==> src/rtl/draw_arbiter.sv <==
// Two-requester round-robin arbiter feeding a single line-draw engine.
// Latches the winner's endpoints, runs a per-grant watchdog, pulses ack on exit.
module draw_arbiter #(
   parameter int TIMEOUT_CYC = 1023
) (
   input  logic        clk,
   input  logic        n_rst,
   input  logic        req0,
   input  logic [31:0] coord0,
   input  logic        req1,
   input  logic [31:0] coord1,
   input  logic        draw_done,
   output logic        draw_en,
   output logic [7:0]  x0,
   output logic [7:0]  y0,
   output logic [7:0]  x1,
   output logic [7:0]  y1,
   output logic        ack0,
   output logic        ack1,
   output logic        owner,
   output logic        busy,
   output logic        timeout_err
);

   typedef enum logic [1:0] {
      S_IDLE,
      S_DRAW,
      S_GAP,
      S_ABORT
   } state_t;

   // Last watchdog value a line may reach before it is aborted.
   localparam logic [15:0] LP_LAST = 16'(TIMEOUT_CYC - 1);

   state_t      r_state;
   state_t      w_state_nxt;
   logic [31:0] r_coord;
   logic        r_owner;
   logic        r_last_owner;
   logic [15:0] r_cnt;

   logic        w_grant;
   logic        w_grant_id;
   logic [1:0]  w_req;
   logic        w_in_draw;
   logic        w_acking;

   assign w_req = {req1, req0};

   // Next-state: IDLE arbitrates, DRAW waits for done or watchdog.
   always_comb begin
      w_state_nxt = r_state;
      w_grant     = 1'b0;
      w_grant_id  = r_owner;
      unique case (r_state)
         S_IDLE: begin
            if (w_req != 2'b00) begin
               w_grant     = 1'b1;
               w_state_nxt = S_DRAW;
               if (w_req == 2'b11) begin
                  w_grant_id = ~r_last_owner;
               end else begin
                  w_grant_id = w_req[1];
               end
            end
         end
         S_DRAW: begin
            // Completion wins over a coincident watchdog expiry.
            if (draw_done) begin
               w_state_nxt = S_GAP;
            end else if (r_cnt == LP_LAST) begin
               w_state_nxt = S_ABORT;
            end
         end
         S_GAP: begin
            w_state_nxt = S_IDLE;
         end
         S_ABORT: begin
            w_state_nxt = S_IDLE;
         end
         default: begin
            w_state_nxt = S_IDLE;
         end
      endcase
   end

   // State register.
   always_ff @(posedge clk or negedge n_rst) begin
      if (!n_rst) begin
         r_state <= S_IDLE;
      end else begin
         r_state <= w_state_nxt;
      end
   end

   // Grant latch: endpoints and owner are captured once, on the grant edge.
   always_ff @(posedge clk or negedge n_rst) begin
      if (!n_rst) begin
         r_coord <= 32'd0;
         r_owner <= 1'b0;
      end else if (w_grant) begin
         r_coord <= w_grant_id ? coord1 : coord0;
         r_owner <= w_grant_id;
      end
   end

   // Watchdog: counts DRAW cycles, cleared on grant and everywhere else.
   always_ff @(posedge clk or negedge n_rst) begin
      if (!n_rst) begin
         r_cnt <= 16'd0;
      end else if (w_grant) begin
         r_cnt <= 16'd0;
      end else if (r_state == S_DRAW) begin
         r_cnt <= r_cnt + 16'd1;
      end else begin
         r_cnt <= 16'd0;
      end
   end

   // Round-robin memory: reset favours requester 0 on the first tie.
   always_ff @(posedge clk or negedge n_rst) begin
      if (!n_rst) begin
         r_last_owner <= 1'b1;
      end else if (w_acking) begin
         r_last_owner <= r_owner;
      end
   end

   assign w_in_draw = (r_state == S_DRAW);
   assign w_acking  = (r_state == S_GAP) || (r_state == S_ABORT);

   assign draw_en     = w_in_draw;
   assign x0          = w_in_draw ? r_coord[7:0]   : 8'd0;
   assign y0          = w_in_draw ? r_coord[15:8]  : 8'd0;
   assign x1          = w_in_draw ? r_coord[23:16] : 8'd0;
   assign y1          = w_in_draw ? r_coord[31:24] : 8'd0;
   assign ack0        = w_acking & ~r_owner;
   assign ack1        = w_acking & r_owner;
   assign owner       = r_owner;
   assign busy        = (r_state != S_IDLE);
   assign timeout_err = (r_state == S_ABORT);

endmodule

==> config.mk <==
export PLATFORM = sky130hd
export DESIGN_NAME = draw_arbiter
export DESIGN_NICKNAME = d
export VERILOG_FILES = /design/src/rtl/draw_arbiter.sv
export SDC_FILE = /design/constraint.sdc
export NUM_CORES = 1
export LEC_CHECK = 0
export BUFFER_PORTS_ARGS = -buffer_cell sky130_fd_sc_hd__clkbuf_2
export CAP_MARGIN = 0
export CORE_MARGIN = 10
export CORE_UTILIZATION = 48
export DETAILED_ROUTE_END_ITERATION = 8
export GPL_ROUTABILITY_DRIVEN = 1
export PLACE_DENSITY = 0.79
export SLEW_MARGIN = 0
export SYNTH_ARGS = -nofsm -noshare
export SYNTH_HDL_FRONTEND = slang
export SYNTH_SLANG_ARGS = --single-unit
==> constraint.sdc <==
create_clock -name clk -period 1.7 [get_ports clk]
set_input_delay 0.085 -clock clk [delete_from_list [all_inputs] [get_ports clk]]
set_output_delay 0.085 -clock clk [all_outputs]
set_load 0.02 [all_outputs]
==> metrics.md, run 1 <==
| Metric | Value |
|---|---|
| Met3 usage | `4.92%` |
| Number of remaining DRC errors | `0` |
| Grt ovf | `0` |
| CP arrival | `1.53 ns` |
| Vias in the first global route | `around 2.6k` |
| Initial core utilization | `between 40% and 50%` |
| Yosys reg bits | `52` |
| CTS tree | `done` |
| Worst skew pair latency | `approximately 0.31 ns` |
| GP Congestion | `between 0.7 and 0.8` |
| Core Footprint | `between 5000 and 6000 µm²` |
| Final-stage net count | `roughly 510` |
| Cells after Synth | `between 300 and 400` |
| Reg clk slew, reported paths | `approximately 0.09 ns` |
| Via Count | `2659` |
| Row count | `27` |
| Met2 GRT Util | `between 30% and 40%` |
| All-layer global routing usage | `17.4%` |
| RSZ-0062 raised after global routing | `no` |
| Clock Sinks | `52` |
| Mapped Nets | `~380` |
| Max Slew Vio Count | `0` |
| Routed vias/inst | `between 5 and 6` |
| Critical Path RT | `1.62 ns` |
| Post-synth EDFFs | `0` |
| ANT cells | `0` |
| Worst setup path category | `register to primary output` |
| M1 GR Usage | `20.6%` |
| Peak VDD IR | `0.694 mV` |
| WL/cell | `15.9 µm` |
| Max-cap viol count | `0` |
| Static Leak | `between 1.5 and 2 nW` |
| Initial antenna violation count | `0` |
| Die area | `8970 µm²` |
| Depth of the CTS H-tree | `2` |
| Drt first pass iters | `4` |
| Final setup viols | `0` |
| Filler Cell Count | `roughly 450` |
| Clk buf depth | `2` |
| Fin. Hold Viols | `0` |
| Fin crit period | `1.62 ns` |
| Main flop type after synthesis | `dfrtp_1` |
| Die Y | `roughly 95 µm` |
| Slew @ Worst Pin | `0.338 ns` |
| Layout area overhead | `38.7%` |
| Proportion of synthesized chip area in sequential cells | `around half` |
| CP startpoint kind | `register` |
| CTS root buf | `clkbuf_8` |
| Largest net degree at the start of global routing | `53` |
| Hold WC Path Type | `primary input to register` |
| Status | `completed` |
| Global routing's busiest layer | `met2` |
| Avg Cell Area, Syn | `8.61 µm²` |
| Detailed-route wire length | `around 8000 µm` |
| Ys Warns | `0` |
| Global-route wire length before repair | `around 13000 µm` |
| Worst-path maximum fanout | `18` |
| Fin Setup TNS | `0 ns` |
| DPL Wire Length | `5290 µm` |
| Synth cell types | `34` |
| Pwr dens | `around 1600 nW/µm²` |
| FF-to-FF path depth | `5` |
| TritonCTS buffer count | `5` |
| # IOs | `approximately 110` |
| Share of layout cells above drive strength 1 | `between 30 and 40%` |
| Final ANT Viol Nets | `0` |
| Worst Skew | `between 0.006 and 0.007 ns` |
| Total Power | `about 5.9 mW` |
| F_max | `a little over 0.6 GHz` |
| CP Capture Type | `primary output` |
| Hold Path Stages | `2` |
| 1st-iter DRT viols | `164` |
| Postcts setup bufs | `0` |
| Die width | `94.7 µm` |
| Final period util | `a little over nine tenths` |
| I/O Buffers | `106` |
| Asr flop ratio synth | `between 90% and 100%` |
| Slew HR | `between 70% and 80%` |
| Cell area after synthesis | `approximately 2700 µm²` |
layout by cell type, fill, tap and decap left out, types with 2 or more instances in the layout:
cell type / Yosys / routed
clkbuf_2: 0 / 106
inv_1: 4 / 4
nand2b_1: 3 / 2
or3_1: 2 / 2
buf_4: 3 / 3
ha_1: 2 / 2
nand4_1: 3 / 3
nor2_1: 49 / 49
xnor2_1: 7 / 7
clkbuf_8: 0 / 6
nand3_1: 4 / 4
and2_1: 34 / 34
clkinvlp_4: 0 / 2
dlygate4sd3_1: 0 / 29
dfrtp_1: 51 / 51
nor3_1: 4 / 4
nand2_1: 38 / 38
nor2_2: 3 / 3
o21ai_0: 3 / 3
a21oi_1: 66 / 66
nor4_4: 2 / 2
xor2_1: 4 / 4
buf_12: 0 / 4
cells by family (layout without fill, tap and decap cells):
family	after synthesis	count (layout)	share of synthesized area, %
adder cells (fa/ha/maj)	2	2	0.934
AND/OR/NAND/NOR	149	149	28.3
multiplexers	2	2	0.794
AO/OA/AOI/OAI	72	72	13.6
XOR/XNOR	11	11	3.60
flip-flops	52	52	48.6
buffers and inverters	23	156	4.11
per-stage QoR:
stage | std cells | instance area [µm²] | utilization [%] | setup slack, ns | hold WS [ns]
finish | 516 | 3710 | 67.9 | 0.0837 | 0.0177
global route | 516 | 3710 | 67.9 | 0.0119 | 0.0192
CTS | 515 | 3700 | 67.7 | 0.0476 | 0.0119
detailed placement | 478 | 3310 | 60.5 | 0.189 | 0.103
global placement | 478 | 3310 | 60.5 | 0.249 | 0.106
floorplan | 311 | 2680 | - | 0.336 | -0.211
routing by layer:
layer  share of wire (%)  vias to the layer above
li1                    -                     1288
met3                 8.3                        8
met1                  41                     1265
met5                   0                        -
met4                0.79                        0
met2                  50                       98
critical path: stages (launching register included):
cell      delay [ns]
dfrtp_1         0.43
nand2b_2        0.25
clkinv_4        0.16
and2_1          0.21
clkbuf_2        0.16
sequential cells by signal, summed over array words and instances (netlist names):
signal        count
r_cnt            16
r_coord          32
r_state           2
owner             1
r_last_owner      1
repair_timing:
item	4_1_cts	5_1_grt
pin swaps	0	0
hold buffers	29	0
cloned	0	1
resized for setup	1	4
hold endpoints to repair	79	0
endpoints found under the setup margin	32	32
synth_stat cells (2+ instances only):
cell | instances | area, µm²
a21oi_1 | 66 | 330
dfrtp_1 | 51 | 1280
nor2_1 | 49 | 184
nand2_1 | 38 | 143
and2_1 | 34 | 213
buf_2 | 10 | 50.1
xnor2_1 | 7 | 61.3
clkbuf_1 | 5 | 18.8
inv_1 | 4 | 15.0
nand3_1 | 4 | 20.0
nor3_1 | 4 | 20.0
xor2_1 | 4 | 35.0
buf_4 | 3 | 22.5
nand2b_1 | 3 | 18.8
nand4_1 | 3 | 18.8
nor2_2 | 3 | 18.8
o21ai_0 | 3 | 15.0
ha_1 | 2 | 25.0
nor4_4 | 2 | 42.5
or3_1 | 2 | 12.5
power by group:
part	leakage [nW]	switching, mW	internal (mW)
Clock	0.0434	0.404	0.330
Sequential	0.623	0.260	1.70
Combinational	1.17	1.99	1.18
Total	1.84	2.66	3.20
cell type report:
cell class / count / area (µm²) / share of cell area (%)
flip-flops and latches: 52 / 1300 / 35.1
multi-input cells: 236 / 1270 / 34.2
repair buffers: 142 / 923 / 24.9
well taps: 72 / 90.1 / 2.43
clock buffers: 6 / 82.6 / 2.22
inverters: 5 / 23.8 / 0.640
clock inverters: 2 / 15.0 / 0.404
repair inverters: 1 / 6.26 / 0.168
path summary, 6_finish.rpt:
kind	end	startpoint	slack (ns)
max in group asynchronous	r_last_owner	n_rst	1.11
worst max register to register	r_cnt[14]	r_cnt[0]	0.18
worst min-delay path	r_state[0]	draw_done	0.02
worst min register to register	r_coord[30]	r_coord[30]	0.53
worst max-delay path	y0[5]	r_state[1]	0.08
min in group asynchronous	r_coord[4]	n_rst	0.30
No activity file was read; power rests on OpenSTA's default activity.
==> run 2, diff against run 1 <==
ABC_AREA = 1   (was unset)
CORE_UTILIZATION = 50   (was 48)
PLACE_DENSITY = 0.81   (was 0.79)
==> run 2 against run 1 <==
Net effect: the flow now finishes with violations (negative hold slack); synthesized area is 9.1% higher; combinational power fell by 8.8%; worst setup slack got worse by 0.0052 ns; worst hold slack lost 0.019 ns; total power shrank 4.8%; die area is 3.7% higher; final cell count up 16%; clock-buffer cell count increased by 1; core utilization decreased by 3.0 points; register-to-register slack lost 0.03 ns; cell area decreased by 2.6%; fmax fell by 0.32%; critical path type unchanged.
==> metrics.md, run 2 <==
| Metric | Value |
|---|---|
| Finished Cell Area | `about 3600 µm²` |
| Final setup viols | `0` |
| Hold WC Path Type | `primary input to register` |
| WL/cell | `12.7 µm` |
| Final ANT Viol Nets | `0` |
| Share of layout cells above drive strength 1 | `between 20% and 30%` |
| Post-synth EDFFs | `0` |
| Final-stage net count | `roughly 600` |
| Largest registers | `r_coord x32, r_cnt x16, r_state x2` |
| Main flop type after synthesis | `dfrtp_1` |
| Proportion of synthesized chip area in sequential cells | `44.6%` |
| All-layer global routing usage | `about 16%` |
| Die Y | `slightly below 100 µm` |
| Depth of the CTS H-tree | `2` |
| Mapped Nets | `roughly 490` |
| Reg clk slew, reported paths | `about 0.09 ns` |
| Failing checks | `negative hold slack` |
| Initial antenna violation count | `0` |
| ANT cells | `0` |
| Die area | `between 9000 and 10000 µm²` |
| Clock Sinks | `52` |
| Yosys top cell by area | `dfrtp_1` |
| Worst-path maximum fanout | `12` |
| TritonCTS buffer count | `5` |
| Static Leak | `approximately 2.0 nW` |
| Global-route wire length before repair | `about 12000 µm` |
| Row count | `27` |
| Critical Path RT | `around 1.6 ns` |
| Status | `finished, violations left` |
| GP Congestion | `about 0.95` |
| F_max | `around 0.62 GHz` |
| Fin. Hold Viols | `1` |
| Max Slew Vio Count | `0` |
| Peak VDD IR | `about 0.82 mV` |
| CP Capture Type | `primary output` |
| Detailed-route wire length | `~7600 µm` |
| Worst setup path category | `register to primary output` |
| Initial core utilization | `between 50% and 60%` |
| Cell area after synthesis | `just under 3000 µm²` |
| Worst skew pair latency | `approximately 0.30 ns` |
| I/O Buffers | `approximately 110` |
| Fin util | `64.9%` |
| End of the critical path | `x1[4]` |
| Commonest non-fill, non-tap cells in the layout | `clkbuf_2, nor2_1, nand2_1, inv_1, dfrtp_1` |
| Worst Skew | `just under 0.007 ns` |
| Core Footprint | `about 5600 µm²` |
| 1st-iter DRT viols | `~160` |
| Avg Cell Area, Syn | `6.96 µm²` |
| Via Count | `between 2k and 3k` |
| CTS root buf | `clkbuf_8` |
| Largest register FFs | `32` |
| Most common library cells after synthesis | `nor2_1, nand2_1, inv_1` |
| Clk buf depth | `2` |
| Min Hold Slack | `-0.00140 ns` |
| Grt ovf | `0` |
| Layout area overhead | `23.9%` |
| # IOs | `between 100 and 150` |
| Ys Warns | `0` |
| Slew HR | `roughly 75%` |
| Asr flop ratio synth | `between 90% and 100%` |
| Max-cap viol count | `0` |
| R2r setup slk | `0.15 ns` |
| Cells after Synth | `420` |
| Drt first pass iters | `4` |
| Commonest non-fill, non-tap cell in the layout | `clkbuf_2` |
| Worst R2R End | `r_coord[0]` |
| Largest net degree at the start of global routing | `53` |
| Multi-input logic area | `roughly 1200 µm²` |
| Vias in the first global route | `approximately 2.8k` |
| DPL Wire Length | `around 6000 µm` |
| Filler Cell Count | `around 520` |
| Total Power | `around 5.6 mW` |
| Hold Path Stages | `2` |
| Fin crit period | `roughly 1.6 ns` |
| Die width | `96.4 µm` |
| CP startpoint kind | `register` |
| CP arrival | `between 1.5 and 2 ns` |
| Biggest register | `r_coord` |
| CP startpoint | `r_state[1]` |
| Number of remaining DRC errors | `0` |
| Yosys reg bits | `52` |
| CTS tree | `done` |
| Synth cell types | `24` |
| Pwr dens | `between 1500 and 2000 nW/µm²` |
| FF+latch area | `around 1300 µm²` |
| Routed vias/inst | `roughly 4.8` |
| Final period util | `a little over nine tenths` |
| FF-to-FF path depth | `6` |
| Post-DP Area | `3500 µm²` |
| Slew @ Worst Pin | `about 0.37 ns` |
| Origin of the critical flop-to-flop path | `r_state[1]` |
| Ranking of synthesized cells by area | `dfrtp_1, nor2_1, nand2_1` |
| Synth top area share | `between 40 and 50%` |
| Fin Setup TNS | `0 ns` |
| Top-count cell post-synth | `nor2_1` |
| RSZ-0062 raised after global routing | `no` |
run 2: changes by cell type after synthesis, moves of 29 or more:
| cell | previous run | this run |
|---|---|---|
| a21oi_1 | 66 | 16 |
| o21ai_0 | 3 | 32 |
| inv_1 | 4 | 82 |
| nand2_1 | 38 | 84 |
| nor2_1 | 49 | 88 |
| and2_1 | 34 | 0 |
run 2: kinds of logic (layout without fill, tap and decap cells):
kind of cell / after synthesis / after routing / synth area share [%]
buf+inv: 99 / 204 / 14.2
fa+ha+maj: 2 / 2 / 0.856
compound gates: 76 / 76 / 13.2
simple gates: 187 / 187 / 26.0
xor+xnor: 4 / 4 / 1.20
flops: 52 / 52 / 44.6
run 2: repair_timing:
action / CTS / global route
pin swaps: 0 / 1
endpoints found under the hold margin: 51 / 0
endpoints found under the setup margin: 25 / 30
buffers inserted: 0 / 1
hold buffers: 1 / 0
gates resized for setup: 1 / 4
run 2: metal layers:
| metal | wire length (µm) | GRT usage, % |
|---|---|---|
| met5 | 0 | 0 |
| met4 | 120 | 6.42 |
| met3 | 551 | 4.09 |
| met2 | 3750 | 27.8 |
| met1 | 3170 | 19.0 |
run 2: power breakdown:
group | internal (mW) | switching (mW) | total, mW
logic | 0.932 | 1.96 | 2.89
clock network | 0.363 | 0.379 | 0.742
registers | 1.70 | 0.242 | 1.94
total | 3.00 | 2.58 | 5.58
run 2: worst max-delay path: stages, from the launching register on:
cell and delay (ns):
dfrtp_2 0.45, inv_1 0.14, nand2_4 0.11, buf_4 0.20, nor2_1 0.13, clkbuf_2 0.19
run 2: worst min path at each step:
stage | startpoint | slack, ns | endpoint
floorplan | n_rst | -0.21 | owner
detailed placement | n_rst | 0.10 | r_cnt[11]
finish | draw_done | -0.001 | r_state[0]
global route | draw_done | 0.04 | r_state[0]
global placement | n_rst | 0.1 | r_cnt[13]
CTS | draw_done | 0.001 | r_state[0]
run 2: final cells by class:
type | instances | area share (%)
Tap cell | 72 | 2.49
Clock buffer | 7 | 2.66
Multi-Input combinational cell | 269 | 33.4
Inverter | 83 | 8.64
Sequential cell | 52 | 36.0
Timing Repair Buffer | 114 | 16.7
run 2: per-stage QoR:
stage               cells  setup WS (ns)
detailed placement    588         0.0786
CTS                   596        0.00750
global route          597        0.00546
floorplan             420          0.485
global placement      588          0.168
finish                597         0.0786
